File: src/rtl/kugelblitz_pkg.sv
// kugelblitz_pkg: shared FSM encoding and default counter width for the offload arbiter
package kugelblitz_pkg;
  typedef enum logic {IDLE = 1'b0, ACTIVE = 1'b1} state_t;
  localparam int COUNT_WIDTH_DEFAULT = 32;
endpackage

File: src/rtl/kugelblitz_axis_reg.sv
// kugelblitz_axis_reg: single-entry AXI stream pipeline register carrying a source-id sideband
module kugelblitz_axis_reg #(
  parameter int DATA_WIDTH = 512,
  parameter int KEEP_WIDTH = DATA_WIDTH / 8,
  parameter int USER_WIDTH = 1
) (
  input  logic                  clk,
  input  logic                  rst,
  input  logic                  load,
  input  logic [DATA_WIDTH-1:0] s_tdata,
  input  logic [KEEP_WIDTH-1:0] s_tkeep,
  input  logic                  s_tlast,
  input  logic [USER_WIDTH-1:0] s_tuser,
  input  logic                  s_tid,
  input  logic                  m_tready,
  output logic [DATA_WIDTH-1:0] m_tdata,
  output logic [KEEP_WIDTH-1:0] m_tkeep,
  output logic                  m_tvalid,
  output logic                  m_tlast,
  output logic [USER_WIDTH-1:0] m_tuser,
  output logic                  m_tid
);
  always_ff @(posedge clk or posedge rst)
    if (rst) begin
      m_tvalid <= 1'b0;
      m_tlast  <= 1'b0;
      m_tid    <= 1'b0;
    end else if (load) begin
      m_tvalid <= 1'b1;
      m_tlast  <= s_tlast;
      m_tid    <= s_tid;
    end else if (m_tready) m_tvalid <= 1'b0;
  // payload is qualified by m_tvalid, so it carries no reset
  always_ff @(posedge clk)
    if (load) begin
      m_tdata <= s_tdata;
      m_tkeep <= s_tkeep;
      m_tuser <= s_tuser;
    end
endmodule

File: src/rtl/kugelblitz_offload_arb.sv
// kugelblitz_offload_arb: frame-granular round-robin arbiter merging two qsfp RX streams
// into the shared offload engine, with per-port forwarded-frame counters.
module kugelblitz_offload_arb
  import kugelblitz_pkg::*;
#(
  parameter int DATA_WIDTH  = 512,
  parameter int KEEP_WIDTH  = DATA_WIDTH / 8,
  parameter int USER_WIDTH  = 1,
  parameter int COUNT_WIDTH = COUNT_WIDTH_DEFAULT
) (
  input  logic                   clk,
  input  logic                   rst,
  input  logic [DATA_WIDTH-1:0]  s0_axis_tdata,
  input  logic [KEEP_WIDTH-1:0]  s0_axis_tkeep,
  input  logic                   s0_axis_tvalid,
  output logic                   s0_axis_tready,
  input  logic                   s0_axis_tlast,
  input  logic [USER_WIDTH-1:0]  s0_axis_tuser,
  input  logic [DATA_WIDTH-1:0]  s1_axis_tdata,
  input  logic [KEEP_WIDTH-1:0]  s1_axis_tkeep,
  input  logic                   s1_axis_tvalid,
  output logic                   s1_axis_tready,
  input  logic                   s1_axis_tlast,
  input  logic [USER_WIDTH-1:0]  s1_axis_tuser,
  output logic [DATA_WIDTH-1:0]  m_axis_tdata,
  output logic [KEEP_WIDTH-1:0]  m_axis_tkeep,
  output logic                   m_axis_tvalid,
  input  logic                   m_axis_tready,
  output logic                   m_axis_tlast,
  output logic [USER_WIDTH-1:0]  m_axis_tuser,
  output logic                   m_axis_tid,
  input  logic [1:0]             enable,
  output logic [COUNT_WIDTH-1:0] frame_count0,
  output logic [COUNT_WIDTH-1:0] frame_count1
);
  state_t state, state_n;
  logic grant, last_grant, grant_n, open, load, sel_last, frame_end;
  logic [1:0] req;
  assign req = {s1_axis_tvalid & enable[1], s0_axis_tvalid & enable[0]};
  // on contention the port that did not win last time gets the grant
  assign grant_n = &req ? ~last_grant : req[1];
  assign open = ~m_axis_tvalid | m_axis_tready;
  assign load = grant ? s1_axis_tvalid & s1_axis_tready : s0_axis_tvalid & s0_axis_tready;
  assign sel_last = grant ? s1_axis_tlast : s0_axis_tlast;
  assign frame_end = load & sel_last;
  always_ff @(posedge clk or posedge rst)
    if (rst) state <= IDLE;
    else state <= state_n;
  always_comb
    state_n = state == IDLE ? (|req ? ACTIVE : IDLE) : (frame_end ? IDLE : ACTIVE);
  always_comb begin
    s0_axis_tready = state == ACTIVE && !grant && open;
    s1_axis_tready = state == ACTIVE && grant && open;
  end
  always_ff @(posedge clk or posedge rst)
    if (rst) begin
      grant        <= 1'b0;
      last_grant   <= 1'b1;
      frame_count0 <= '0;
      frame_count1 <= '0;
    end else begin
      if (state == IDLE && |req) grant <= grant_n;
      if (frame_end) begin
        last_grant <= grant;
        if (grant) frame_count1 <= frame_count1 + COUNT_WIDTH'(1);
        else frame_count0 <= frame_count0 + COUNT_WIDTH'(1);
      end
    end
  kugelblitz_axis_reg #(
    .DATA_WIDTH(DATA_WIDTH),
    .KEEP_WIDTH(KEEP_WIDTH),
    .USER_WIDTH(USER_WIDTH)
  ) u_reg (
    .clk      (clk),
    .rst      (rst),
    .load     (load),
    .s_tdata  (grant ? s1_axis_tdata : s0_axis_tdata),
    .s_tkeep  (grant ? s1_axis_tkeep : s0_axis_tkeep),
    .s_tlast  (sel_last),
    .s_tuser  (grant ? s1_axis_tuser : s0_axis_tuser),
    .s_tid    (grant),
    .m_tready (m_axis_tready),
    .m_tdata  (m_axis_tdata),
    .m_tkeep  (m_axis_tkeep),
    .m_tvalid (m_axis_tvalid),
    .m_tlast  (m_axis_tlast),
    .m_tuser  (m_axis_tuser),
    .m_tid    (m_axis_tid)
  );
endmodule

File: config.mk
export PLATFORM = sky130hd
export DESIGN_NAME = kugelblitz_offload_arb
export DESIGN_NICKNAME = d
export VERILOG_FILES = /design/src/rtl/kugelblitz_pkg.sv /design/src/rtl/kugelblitz_axis_reg.sv /design/src/rtl/kugelblitz_offload_arb.sv
export SDC_FILE = /design/constraint.sdc
export NUM_CORES = 1
export LEC_CHECK = 0
export ABC_AREA = 1
export CORE_AREA = 3 3 708 710
export DETAILED_ROUTE_END_ITERATION = 6
export DIE_AREA = 0 0 711 713
export GPL_ROUTABILITY_DRIVEN = 0
export PLACE_DENSITY = 0.3
export SYNTH_ARGS = -nofsm -noshare
export SYNTH_HDL_FRONTEND = slang
export SYNTH_HIERARCHICAL = 1
export SYNTH_SLANG_ARGS = --single-unit
File: constraint.sdc
create_clock -name clk -period 8.3 [get_ports clk]
set_input_delay 1.66 -clock clk [delete_from_list [all_inputs] [get_ports clk]]
set_output_delay 1.66 -clock clk [all_outputs]
set_load 0.01 [all_outputs]
==> metrics.md <==
| Metric | Value |
|---|---|
| Status | complete, no violations |
| First-pass GRT wire length | 439000 um |
| Async SR Flop Fraction | 10.8% |
| Max-slew violation count | 0 |
| Final TNS setup | 0 ps |
| Drt initial violations | 2477 |
| Core area | 496000 um2 |
| Int Power | 10.5 mW |
| Net Sw Power | 7.17 mW |
| Die Height | 713 um |
| CP required | 6640 ps |
| Die ar. | 507000 um2 |
| VDD IR max | 0.177 mV |
| Sequential area share after synthesis | 66.8% |
| Leak | 21.2 nW |
| PD cells | 305 nW/um2 |
| Layout cell share with drive strength beyond 1 | 3.66% |
| Slew Limit Headroom | 21.3% |
| Bufs on Longest Clock Path | 4 |
| Nets | 5990 |
| Synth warn | 6 |
| Largest net degree at the start of global routing | 168 |
| Worst reg-to-reg setup slack | 4770 ps |
| Post-synth top area cell | edfxtp_1 |
| Detail Placement HPWL | 331000 um |
| Min-Delay Path Depth | 2 |
| Reg clk slew, reported paths | 50 ps |
| IO Port Bufs | 1808 |
| CP Max Fanout | 3 |
| Final Hold Fails | 0 |
| Mean Syn Cell Area | 9.43 um2 |
| DRC viols | 0 |
| Vias in the first global route | 31500 |
| Yosys reg bits | 647 |
| Multi-input logic area | 8590 um2 |
| Slew @ Worst Pin | 1180 ps |
| Final critical-path required period | 5010 ps |
| Comb pwr share | 43.2% |
| Vias per cell | 2.72 |
| Wire per inst | 31.6 um |
| RSZ-0062 raised after global routing | false |
| Fillers | 57100 |
| Layout area overhead | 103% |
| Synth area leaders | edfxtp_1 (61%), nand2_1 (25%), dfrtp_1 (6.0%), buf_2 (1.5%), nor2_1 (1.1%) |
| Clock insertion delay at the later pin of the skew report | 830 ps |
| Cell with the most instances after synthesis | nand2_1 |
| Max Freq | 200 MHz |
| Antenna Nets Post-Route | 0 |
| Max Cap Viol | 0 |
| Clock Root Buffer | clkbuf_16 |
| Die W | 711 um |
| Worst Hold Slack | 496 ps |
| Register area | 19100 um2 |
| FF-to-FF End | u_reg/m_tdata[80]$_DFFE_PP_ |
| Post-synth top area share | 60.7% |
| Commonest cells post-synth | nand2_1 (1938), edfxtp_1 (577), nor2_1 (86), buf_2 (83) |
| Initial Utilization | 5.75% |
| Cells on worst reg2reg path | 6 |
| Area of the mapped netlist | 28600 um2 |
| Critical path startpoint category | input port |
| CTS resizes | 0 |
| Sequential share of power | 32.8% |
| Crit Path Category | in -> out |
| Vias | 31800 |
| I/O pins | 1809 |
| Power share of the clock group | 23.9% |
| Global route total overflow | 0 |
| CTS sink cnt | 647 |
| Hold Path Origin | u_reg/m_tlast$_DFFE_PP0P_ |
| CTS Buf Count | 98 |
| Crit path capture type | output port |
| FP Rows | 259 |
| Fin crit share | 60.3% |
| Cell variety after synth | 30 |
| Sw frac | 40.5% |
| EDFF count, synth | 577 |
| Gr usage total | 14.0% |
| Pre-Repair DR Iteration Count | 6 |
| Reg-to-reg startpoint | grant$_DFFE_PP0P_ |
| Primary FF master, synth | edfxtp_1 |
| Initial antenna violation count | 399 |
| Post-CTS Setup Bufs | 0 |
| H-tree Lvls | 3 |
| Syn_nets | 4194 |
| CTS tree | built |
| Mapped Cells | 3029 |
| Hold Path End | u_reg/m_tlast$_DFFE_PP0P_ |
| Skew final | 24.7 ps |
| Hold_buf cts | 0 |
| Final WL | 369000 um |
| Hold Crit Class | reg -> reg |
| Setup violations, final | 0 |
| Critical Path AT | 3350 ps |
| Finished Core Util | 11.7% |
## per-stage QoR
step                setup slack (ps)  power, mW  cell area, um2  cells
floorplan                       1210       8.52           28600   3029
global placement                3360       13.8           54700  11400
detailed placement              3370       13.9           54700  11400
CTS                             3360       18.3           57800  11600
global route                    3310       18.7           57900  11600
finish                          3290       17.7           58000  11700
## power groups by stage
stage	registers, mW	logic, mW	clock network (mW)
global placement	5.89	7.95	0
floorplan	6.43	2.09	0
detailed placement	5.89	7.96	0
CTS	5.85	7.99	4.46
global route	5.92	8.22	4.54
finish	5.82	7.66	4.24
## layer usage
layer | share of wire [%] | global-route usage [%] | vias up
met3 | 11 | 6.39 | 847
li1 | - | - | 13500
met4 | 4.6 | 5.02 | 178
met1 | 37 | 15.1 | 15100
met2 | 48 | 23.9 | 2131
met5 | 0.33 | 0 | -
## cell families (layout without fill, tap and decap cells)
logic type | Yosys count | in the layout | synth area share (%)
adders and majority gates | 2 | 2 | 0.0876
and+or+nand+nor | 2133 | 2133 | 28.9
AOI/OAI and AO/OA | 16 | 16 | 0.320
buffers and inverters | 209 | 2076 | 3.20
other | 0 | 108 | 0
DFF | 647 | 647 | 66.8
xor gates and xnor gates | 22 | 22 | 0.675
## cells in the final DEF, fill, tap and decap left out, drive strengths merged, types with 12 or more instances in the layout
master            n
buf              25
dfrtp            69
o21ai            12
nand2          1940
nand4            23
clkinv           37
inv              77
diode           108
xor2             19
nor2             97
nand3            52
clkbuf          117
edfxtp          577
clkdlybuf4s50  1808
## sequential cells by signal, indices dropped and copies added (netlist names)
signal          count
frame_count0       32
frame_count1       32
grant               1
last_grant          1
state               1
u_reg/m_tdata     512
u_reg/m_tid         1
u_reg/m_tkeep      64
u_reg/m_tlast       1
u_reg/m_tuser       1
u_reg/m_tvalid      1
## critical path, stage by stage
cell and delay, ps:
clkdlybuf4s50_1 500, inv_1 50, nand2_1 140, inv_1 90, nor2_1 300, clkdlybuf4s50_1 610
## final cells by class
type	count	area share, %
inverters	72	0.479
clock inverters	54	1.02
clock buffers	117	4.35
well taps	6655	14.3
flip-flops and latches	647	32.9
multi-input cells	2173	14.8
diodes	108	0.466
repair buffers	1833	31.7
## worst max-delay path by stage
stage	from	to	slack, ps	depth (start not counted)
6_report	m_axis_tready	s1_axis_tready	3290	6
5_1_grt	m_axis_tready	s1_axis_tready	3310	6
3_3_place_gp	m_axis_tready	s1_axis_tready	3360	6
2_1_floorplan	m_axis_tready	frame_count0[13]$_DFFE_PP0P_	1210	10
4_1_cts	m_axis_tready	s1_axis_tready	3360	6
3_5_place_dp	m_axis_tready	s1_axis_tready	3370	6
Power figures use the tool's default switching activity.
